[config.mk]
export PLATFORM = sky130hd
export DESIGN_NAME = vga_mem_arb
export DESIGN_NICKNAME = d
export VERILOG_FILES = /design/src/rtl/vga_mem_arb.sv
export SDC_FILE = /design/constraint.sdc
export NUM_CORES = 1
export LEC_CHECK = 0
export CAP_MARGIN = 20
export CORE_UTILIZATION = 41
export CTS_CLUSTER_SIZE = 40
export DETAILED_ROUTE_END_ITERATION = 12
export PLACE_DENSITY = 0.84
export SLEW_MARGIN = 20
export SYNTH_ARGS = -nofsm -noshare
export SYNTH_HDL_FRONTEND = slang
export SYNTH_SLANG_ARGS = --single-unit
[constraint.sdc]
create_clock -name mem_clk -period 1.9 [get_ports mem_clk]
set_input_delay 0.19 -clock mem_clk [delete_from_list [all_inputs] [get_ports mem_clk]]
set_output_delay 0.19 -clock mem_clk [all_outputs]
set_load 0.03 [all_outputs]
[src/rtl/vga_mem_arb.sv]
// ---------------------------------------------------------------------------
// vga_mem_arb
// Display-memory arbiter between the CRT fetch, refresh (sm_ref) and CPU host
// masters and the memory cycle controller. One master owns the bus at a time
// through a registered, held grant. Each per-cycle request from the owner is
// forwarded as a single memory cycle, and the owner receives a one-cycle ack.
//
// Ports
//   mem_clk, hreset_n         clock, async active-low reset
//   *_req                     bus-ownership requests (level)
//   *_svga_req, cpu_wr        per-cycle memory request from the owner
//   crt_done, ref_cycle_done,
//   cpu_done                  owner releases the bus (1-cycle pulse)
//   mem_ack                   controller finished the current cycle
//   *_gnt                     held grants, one-hot or zero
//   crt_svga_ack, svga_ack,
//   cpu_svga_ack              per-cycle ack to CRT / refresh / CPU
//   mem_req, mem_type         cycle request to controller (00 CRT, 01 refresh,
//                             10 CPU read, 11 CPU write)
//   arb_busy                  any grant high
//
// Grant FSM
//   state  | meaning
//   G_IDLE | no owner, arbitrate on any request
//   G_OWN  | one grant held until the owner's done (or a pending done)
// Cycle FSM
//   state  | meaning
//   C_IDLE | waiting for the owner's svga_req
//   C_BUSY | mem_req held until mem_ack
//   C_HOLD | ack cycle; owner's svga_req is not sampled
// ---------------------------------------------------------------------------
module vga_mem_arb #(
    parameter int CPU_MAX_WAIT = 4
) (
    input  logic       mem_clk,
    input  logic       hreset_n,
    input  logic       crt_req,
    input  logic       ref_req,
    input  logic       cpu_req,
    input  logic       crt_svga_req,
    input  logic       ref_svga_req,
    input  logic       cpu_svga_req,
    input  logic       cpu_wr,
    input  logic       crt_done,
    input  logic       ref_cycle_done,
    input  logic       cpu_done,
    input  logic       mem_ack,
    output logic       crt_gnt,
    output logic       ref_gnt,
    output logic       cpu_gnt,
    output logic       crt_svga_ack,
    output logic       svga_ack,
    output logic       cpu_svga_ack,
    output logic       mem_req,
    output logic [1:0] mem_type,
    output logic       arb_busy
);

    localparam logic [3:0] MAX_WAIT = 4'(CPU_MAX_WAIT);

    typedef enum logic {G_IDLE, G_OWN} g_state_t;
    typedef enum logic [1:0] {C_IDLE, C_BUSY, C_HOLD} c_state_t;

    g_state_t   g_state;
    c_state_t   c_state;
    logic [3:0] cpu_wait_cnt;
    logic       done_pend;

    logic owner_done;
    logic owner_svga;
    logic g_release;
    logic cpu_first;

    assign owner_done = (crt_gnt & crt_done) | (ref_gnt & ref_cycle_done) |
                        (cpu_gnt & cpu_done);
    assign owner_svga = (crt_gnt & crt_svga_req) | (ref_gnt & ref_svga_req) |
                        (cpu_gnt & cpu_svga_req);
    // Release only once the cycle FSM is idle; a done seen mid-cycle waits.
    assign g_release  = (g_state == G_OWN) && (owner_done || done_pend) &&
                        (c_state == C_IDLE);
    assign cpu_first  = cpu_req && (cpu_wait_cnt == MAX_WAIT);
    assign arb_busy   = crt_gnt | ref_gnt | cpu_gnt;

    always_ff @(posedge mem_clk or negedge hreset_n) begin
        if (!hreset_n) begin
            g_state      <= G_IDLE;
            crt_gnt      <= 1'b0;
            ref_gnt      <= 1'b0;
            cpu_gnt      <= 1'b0;
            done_pend    <= 1'b0;
            cpu_wait_cnt <= 4'd0;
        end else begin
            if (!cpu_req)
                cpu_wait_cnt <= 4'd0;
            case (g_state)
                G_IDLE: begin
                    if (cpu_first) begin
                        cpu_gnt      <= 1'b1;
                        cpu_wait_cnt <= 4'd0;
                        g_state      <= G_OWN;
                    end else if (crt_req || ref_req) begin
                        crt_gnt <= crt_req;
                        ref_gnt <= !crt_req;
                        if (cpu_req && cpu_wait_cnt != MAX_WAIT)
                            cpu_wait_cnt <= cpu_wait_cnt + 4'd1;
                        g_state <= G_OWN;
                    end else if (cpu_req) begin
                        cpu_gnt      <= 1'b1;
                        cpu_wait_cnt <= 4'd0;
                        g_state      <= G_OWN;
                    end
                end
                G_OWN: begin
                    if (g_release) begin
                        crt_gnt   <= 1'b0;
                        ref_gnt   <= 1'b0;
                        cpu_gnt   <= 1'b0;
                        done_pend <= 1'b0;
                        g_state   <= G_IDLE;
                    end else if (owner_done) begin
                        done_pend <= 1'b1;
                    end
                end
                default: g_state <= G_IDLE;
            endcase
        end
    end

    always_ff @(posedge mem_clk or negedge hreset_n) begin
        if (!hreset_n) begin
            c_state      <= C_IDLE;
            mem_req      <= 1'b0;
            mem_type     <= 2'b00;
            crt_svga_ack <= 1'b0;
            svga_ack     <= 1'b0;
            cpu_svga_ack <= 1'b0;
        end else begin
            case (c_state)
                C_IDLE: begin
                    // No new cycle on the edge that drops the grant.
                    if (owner_svga && !g_release) begin
                        mem_req  <= 1'b1;
                        mem_type <= crt_gnt ? 2'b00 :
                                    ref_gnt ? 2'b01 : {1'b1, cpu_wr};
                        c_state  <= C_BUSY;
                    end
                end
                C_BUSY: begin
                    if (mem_ack) begin
                        mem_req      <= 1'b0;
                        crt_svga_ack <= crt_gnt;
                        svga_ack     <= ref_gnt;
                        cpu_svga_ack <= cpu_gnt;
                        c_state      <= C_HOLD;
                    end
                end
                C_HOLD: begin
                    crt_svga_ack <= 1'b0;
                    svga_ack     <= 1'b0;
                    cpu_svga_ack <= 1'b0;
                    c_state      <= C_IDLE;
                end
                default: c_state <= C_IDLE;
            endcase
        end
    end

endmodule

==> out/results.ini, run 1 <==
[status]
status=finished clean

[critical_path]
required_ns=2.07
path_class=flip-flop to flip-flop
crit_path_end_kind=flip-flop
cp.arrival_ns=1.94
worstPathMaxFanout=4
critPathLaunchType=flip-flop

[floorplan]
rows=15
die_h_um=47.2
ioPinCount=23
die_w_um=47.2
coreArea_um2=1820
start_util_pct=45.9
dieArea_um2=2220

[power]
leakage_nw=0.494
pwr-share-clk_pct=11.4
fin_total_pwr_mw=1.65
power.density_nw_per_um2=1440
power_switching_uw=688
swShare_pct=41.7
p_int_uw=962
p_seq_share_pct=36.0
ir_worst_vdd_v=0.000666
comb_power_share_pct=52.6

[logic_synthesis]
synth_top_area_share_pct=50.9
yosys_warnings=0
synth-seq-cells=17
yosys-top-cells-area=dfrtp_1 (51%), o21ai_0 (5.4%), nand2_1 (4.0%)
synth_nets=101
synth_top_cell_by_area=dfrtp_1
yosysSeqAreaShare_pct=50.9
synth_area_per_cell_um2=9.72
postSynthCellCount=86
ys_types=29
synth_area_um2=836

[timing]
relSlewSlack_pct=69.0
fin_skew_ns=0.00544
holdWs_ns=0.193
tightest_slew_ns=0.463
finalCritPeriodShare_pct=93.0
finalSetupViolCount=0
timing.setup.tns_ns=0
fmax_mhz=566
maxSlewViolCount=0
rsz0062_at_grt=no
hold_viol_final=0
worst_slack_ns=0.133
finalCriticalPeriod_ns=1.77

[clock_network]
clkLatencyLatePin_ns=0.28
cts_buffer_depth=2
cts_sinks=17
cts_setup_buffers=0
cts-root-buf=clkbuf_4
cts_tree=yes
numCtsBuffers=3
clk_pin_slew_ns=0.10
cts_max_level=1

[placed_design]
pre_cts_slack_ns=-0.0774
globalplace.congestion=0.802
placed_area_um2=1120
post-dp-hpwl_mm=1.46
io_buffers=22

[drt]
antenna_left=0
drt_iter0_markers=23
wl_per_cell_um=13.1
vias_per_cell=5.31
route.detailed.drc=0
finalWirelength_mm=1.84
via_count=743
first_pass_iters=4

[hold_path]
hp-class=input port to asynchronous set/reset pin

[finish]
area_growth_pct=37.0
layout-drive-gt1-share_pct=9.57
final_cell_area_um2=1140
diodes=0
layout.nets=131

[global_routing]
antenna_found_initial=0
grt_pass1_vias=717
grt_max_degree=12
grt_pass1_wl_mm=3.11
grt_util_all_layers_pct=20.3
gr-total-overflow=0

[job]
cap_violations=0

==> power by group through the flow <==
stage	logic, mW	registers [mW]	clock network [mW]
4_1_cts	0.878	0.595	0.193
5_1_grt	0.956	0.616	0.208
6_report	0.868	0.594	0.188
2_1_floorplan	0.362	0.745	0
3_5_place_dp	0.885	0.602	0
3_3_place_gp	0.865	0.596	0
==> sequential cells by signal, summed over array words and instances, names as in the netlist <==
register,count
mem_req,1
svga_ack,1
cpu_gnt,1
done_pend,1
ref_gnt,1
c_state,2
mem_type,2
cpu_svga_ack,1
crt_svga_ack,1
g_state,1
crt_gnt,1
cpu_wait_cnt,4
==> synthesized netlist by cell type <==
library cell   n
a2111o_1       1
a21boi_0       2
a21o_1         2
a21oi_1        2
a222oi_1       2
a22oi_1        1
a311o_1        1
a31oi_1        3
a32o_1         1
a41oi_1        1
and3_1         1
clkbuf_1       2
dfrtp_1       17
ha_1           2
inv_1          7
mux2_1         2
nand2_1        9
nand2b_1       1
nand3_1        3
nand3b_1       1
nor2_1         6
nor2b_1        4
nor3_1         1
nor3b_1        1
nor4_1         1
o211ai_1       1
o21ai_0        9
or3_1          1
or3b_2         1
==> layout by cell type, fill, tap and decap left out, types with 3 or more instances in the layout <==
master / count
nor2b_1: 4
o21ai_0: 9
dfrtp_1: 15
clkbuf_4: 3
buf_4: 5
nand2_1: 9
a31oi_1: 3
nand3_1: 3
clkdlybuf4s50_1: 21
inv_1: 7
nor2_1: 6
==> stage by stage <==
step,instances,utilization (%)
after floorplan,86,-
after global placement,136,61.5
after detailed placement,136,61.5
after CTS,140,62.9
after global routing,140,62.9
final,140,62.9
==> kinds of logic (layout without fill, tap and decap cells) <==
kind of cell,count (synthesis),after routing,synth area share [%]
buffers and inverters,9,38,4.04
adder cells (fa/ha/maj),2,2,2.99
AND/OR/NAND/NOR,30,30,18.0
flip-flops,17,17,50.9
AO/OA/AOI/OAI,26,26,21.4
multiplexers,2,2,2.69
==> critical path, cell delays in order (launching register included) <==
cell and delay [ns]:
dfrtp_2 0.41, a222oi_1 0.38, nand2_1 0.10, a2111o_1 0.44
mux2_1 0.33
==> final cells by class <==
| cell class | instances | area [um2] |
|---|---|---|
| fill | 170 | 676 |
| tap | 25 | 31.3 |
| inverter | 7 | 26.3 |
| sequential | 17 | 428 |
| timing repair buffer | 27 | 256 |
| clock buffer | 4 | 26.3 |
| multi-input combinational | 60 | 377 |
==> repair_timing <==
item / CTS / global route
endpoints found under the setup margin: 1 / 0
hold buffers: 0 / 0
gates resized for setup: 1 / 0
==> path summary, 6_finish.rpt <==
| check | to | cells after the start | slack, ns | startpoint |
|---|---|---|---|---|
| max | mem_type[1] | 4 | 0.13 | crt_gnt |
| min | cpu_svga_ack | 1 | 0.19 | hreset_n |
| max reg2reg | mem_type[1] | 4 | 0.13 | crt_gnt |
| min reg2reg | mem_type[0] | 1 | 0.51 | mem_type[0] |
| max in group asynchronous | cpu_wait_cnt[2] | 2 | 1.23 | hreset_n |
| min in group mem_clk | mem_type[0] | 1 | 0.51 | mem_type[0] |
==> layer usage <==
metal | part of all wire (%) | global-route usage, % | up-vias
li1 | - | - | 369
met1 | 43 | 25.7 | 359
met2 | 53 | 35.3 | 13
met3 | 2.7 | 3.46 | 2
met4 | 1.1 | 6.86 | 0
met5 | 0 | 0 | -
(Power assumes the default switching activity.)
==> inputs of run 2 (changes only) <==
--- a/config.mk
+++ b/config.mk
@@ -7,6 +7,7 @@
 export LEC_CHECK = 0
 export CAP_MARGIN = 20
 export CORE_UTILIZATION = 41
+export CTS_BUF_LIST = sky130_fd_sc_hd__clkbuf_16
 export CTS_CLUSTER_SIZE = 40
 export DETAILED_ROUTE_END_ITERATION = 12
 export PLACE_DENSITY = 0.84
@@ -14,3 +15,4 @@
 export SYNTH_ARGS = -nofsm -noshare
 export SYNTH_HDL_FRONTEND = slang
 export SYNTH_SLANG_ARGS = --single-unit
+export TNS_END_PERCENT = 5
==> run 2 against run 1 <==
Flip-flop and latch count did not move. Utilization rose by 2.9 points. Power rose by 14%. Clock skew fell by 0.0015 ns. Routed wire length rose by 4.4%. Combinational power rose by 0.8%. Critical path depth did not move. Clock power rose by 120%. Register-to-register slack barely moved. Highest routed layer unchanged.
==> out/results.ini, run 2 (synthesized netlist as in run 1, its figures left out) <==
[finish]
instances_no_fill=140  ; unchanged
layout_commonest_cell=clkdlybuf4s50_1
layout-drive-gt1-share_pct=9.57  ; unchanged
largest_reg_flops=4  ; unchanged
diodes=0  ; unchanged
finish.utilization_pct=65.8  ; +2.9 points
final_cell_area_um2=1200  ; +4.6%
reg_top3=cpu_wait_cnt (4), c_state (2), mem_type (2)
layout_common_cells=clkdlybuf4s50_1 (21), dfrtp_1 (15), nand2_1 (9), o21ai_0 (9), inv_1 (8)
layout.nets=131  ; unchanged
area_growth_pct=43.3
top_register=cpu_wait_cnt

[clock_network]
clkLatencyLatePin_ns=0.24  ; -0.04 ns
cts_setup_buffers=0  ; unchanged
cts-root-buf=clkbuf_16
cts_tree=yes
cts_sinks=17  ; unchanged
clk_pin_slew_ns=0.05  ; -0.05 ns
cts_buffer_depth=2  ; unchanged
cts_max_level=1  ; unchanged
numCtsBuffers=3  ; unchanged
postCtsHoldBufs=0  ; unchanged

[critical_path]
path_class=flip-flop to flip-flop
worstPathMaxFanout=4  ; unchanged
slowest_delay_ns=0.45  ; about the same
cp.arrival_ns=1.91  ; -0.03 ns
worstPathCellList=a222oi_1, nand2_1, a2111o_1, mux2_1
crit_path_end_kind=flip-flop
critPathSlowestCell=a2111o_1
required_ns=2.03  ; -0.04 ns
critPathLaunchType=flip-flop

[timing]
fmax_mhz=562  ; -0.74%
tightest_slew_ns=0.450  ; -0.0139 ns
finalSetupViolCount=0  ; unchanged
finalCriticalPeriod_ns=1.78  ; +0.0132 ns
finalCritPeriodShare_pct=93.7  ; +0.69 points
holdWs_ns=0.241  ; +0.0483 ns
relSlewSlack_pct=69.9  ; +0.93 points
hold_viol_final=0  ; unchanged
maxSlewViolCount=0  ; unchanged
fin_skew_ns=0.00395  ; -0.00148 ns
worst_slack_ns=0.120  ; -0.0132 ns
rsz0062_at_grt=no
timing.setup.tns_ns=0  ; unchanged

[global_routing]
grt_pass1_wl_mm=3.23  ; +4.0%
grt_max_degree=12  ; unchanged
grt_util_all_layers_pct=21.5  ; +1.1 points
grt_pass1_vias=744  ; +3.8%
antenna_found_initial=0  ; unchanged
gr-total-overflow=0  ; unchanged

[floorplan]
start_util_pct=45.9  ; unchanged
die_w_um=47.2  ; unchanged
coreArea_um2=1820  ; unchanged
rows=15  ; unchanged
dieArea_um2=2220  ; unchanged
ioPinCount=23  ; unchanged
die_h_um=47.2  ; unchanged

[power]
power.density_nw_per_um2=1570  ; +8.9%
ir_worst_vdd_v=0.000741  ; +11%
fin_total_pwr_mw=1.88  ; +14%
leakage_nw=0.522  ; +5.5%

[drt]
antenna_left=0  ; unchanged
vias_per_cell=5.49  ; +3.5%
drt_iter0_markers=27  ; +17%
first_pass_iters=4  ; unchanged
wl_per_cell_um=13.7  ; +4.4%
route.detailed.drc=0  ; unchanged
via_count=769  ; +3.5%
finalWirelength_mm=1.92  ; +4.4%

[status]
status=finished clean

[placed_design]
pre_cts_slack_ns=-0.0774  ; unchanged
dpl.cell_count=136  ; unchanged
post-dp-hpwl_mm=1.46  ; unchanged
placed_area_um2=1120  ; unchanged
globalplace.congestion=0.802  ; unchanged
io_buffers=22  ; unchanged

[hold_path]
hp-class=input port to asynchronous set/reset pin

[job]
cap_violations=0  ; unchanged

run 2: final cells by class:
| cell class | instances | area (um2) |
|---|---|---|
| clock buffers | 3 | 75.1 |
| clock inverters | 1 | 3.75 |
| fillers | 163 | 623 |
| inverters | 7 | 26.3 |
| multi-input cells | 60 | 377 |
| flip-flops and latches | 17 | 428 |
| well taps | 25 | 31.3 |
| repair buffers | 27 | 256 |
run 2: worst max-delay path: cells and delay by family (launching register included):
kind / cells / cell delay [ns]
compound gates: 2 / 0.83
flops: 1 / 0.39
mux: 1 / 0.33
simple gates: 1 / 0.11
run 2: path summary, 6_finish.rpt:
kind	startpoint	end	slack, ns	cells after the start
worst max-delay path	crt_gnt	mem_type[1]	0.12	4
worst min-delay path	hreset_n	cpu_svga_ack	0.24	1
min in group mem_clk	mem_type[0]	mem_type[0]	0.50	1
worst max register to register	crt_gnt	mem_type[1]	0.12	4
max in group asynchronous	hreset_n	cpu_wait_cnt[2]	1.18	2
worst min register to register	mem_type[0]	mem_type[0]	0.50	1
run 2: layer usage:
metal / vias up / routed length, um / track usage [%]
met3: 4 / 69 / 3.46
met4: 0 / 30 / 10.3
met5: - / 0 / 0
met1: 372 / 790 / 26.4
li1: 369 / - / -
met2: 24 / 1030 / 36.7
run 2: power breakdown:
part / switching (mW) / total (mW) / internal [mW]
clock: 0.129 / 0.408 / 0.279
combinational: 0.480 / 0.875 / 0.395
sequential: 0.110 / 0.597 / 0.488
run 2: repair_timing:
item,CTS,global route
endpoints found under the setup margin,1,0
resized for setup,1,0
endpoints found under the hold margin,0,0
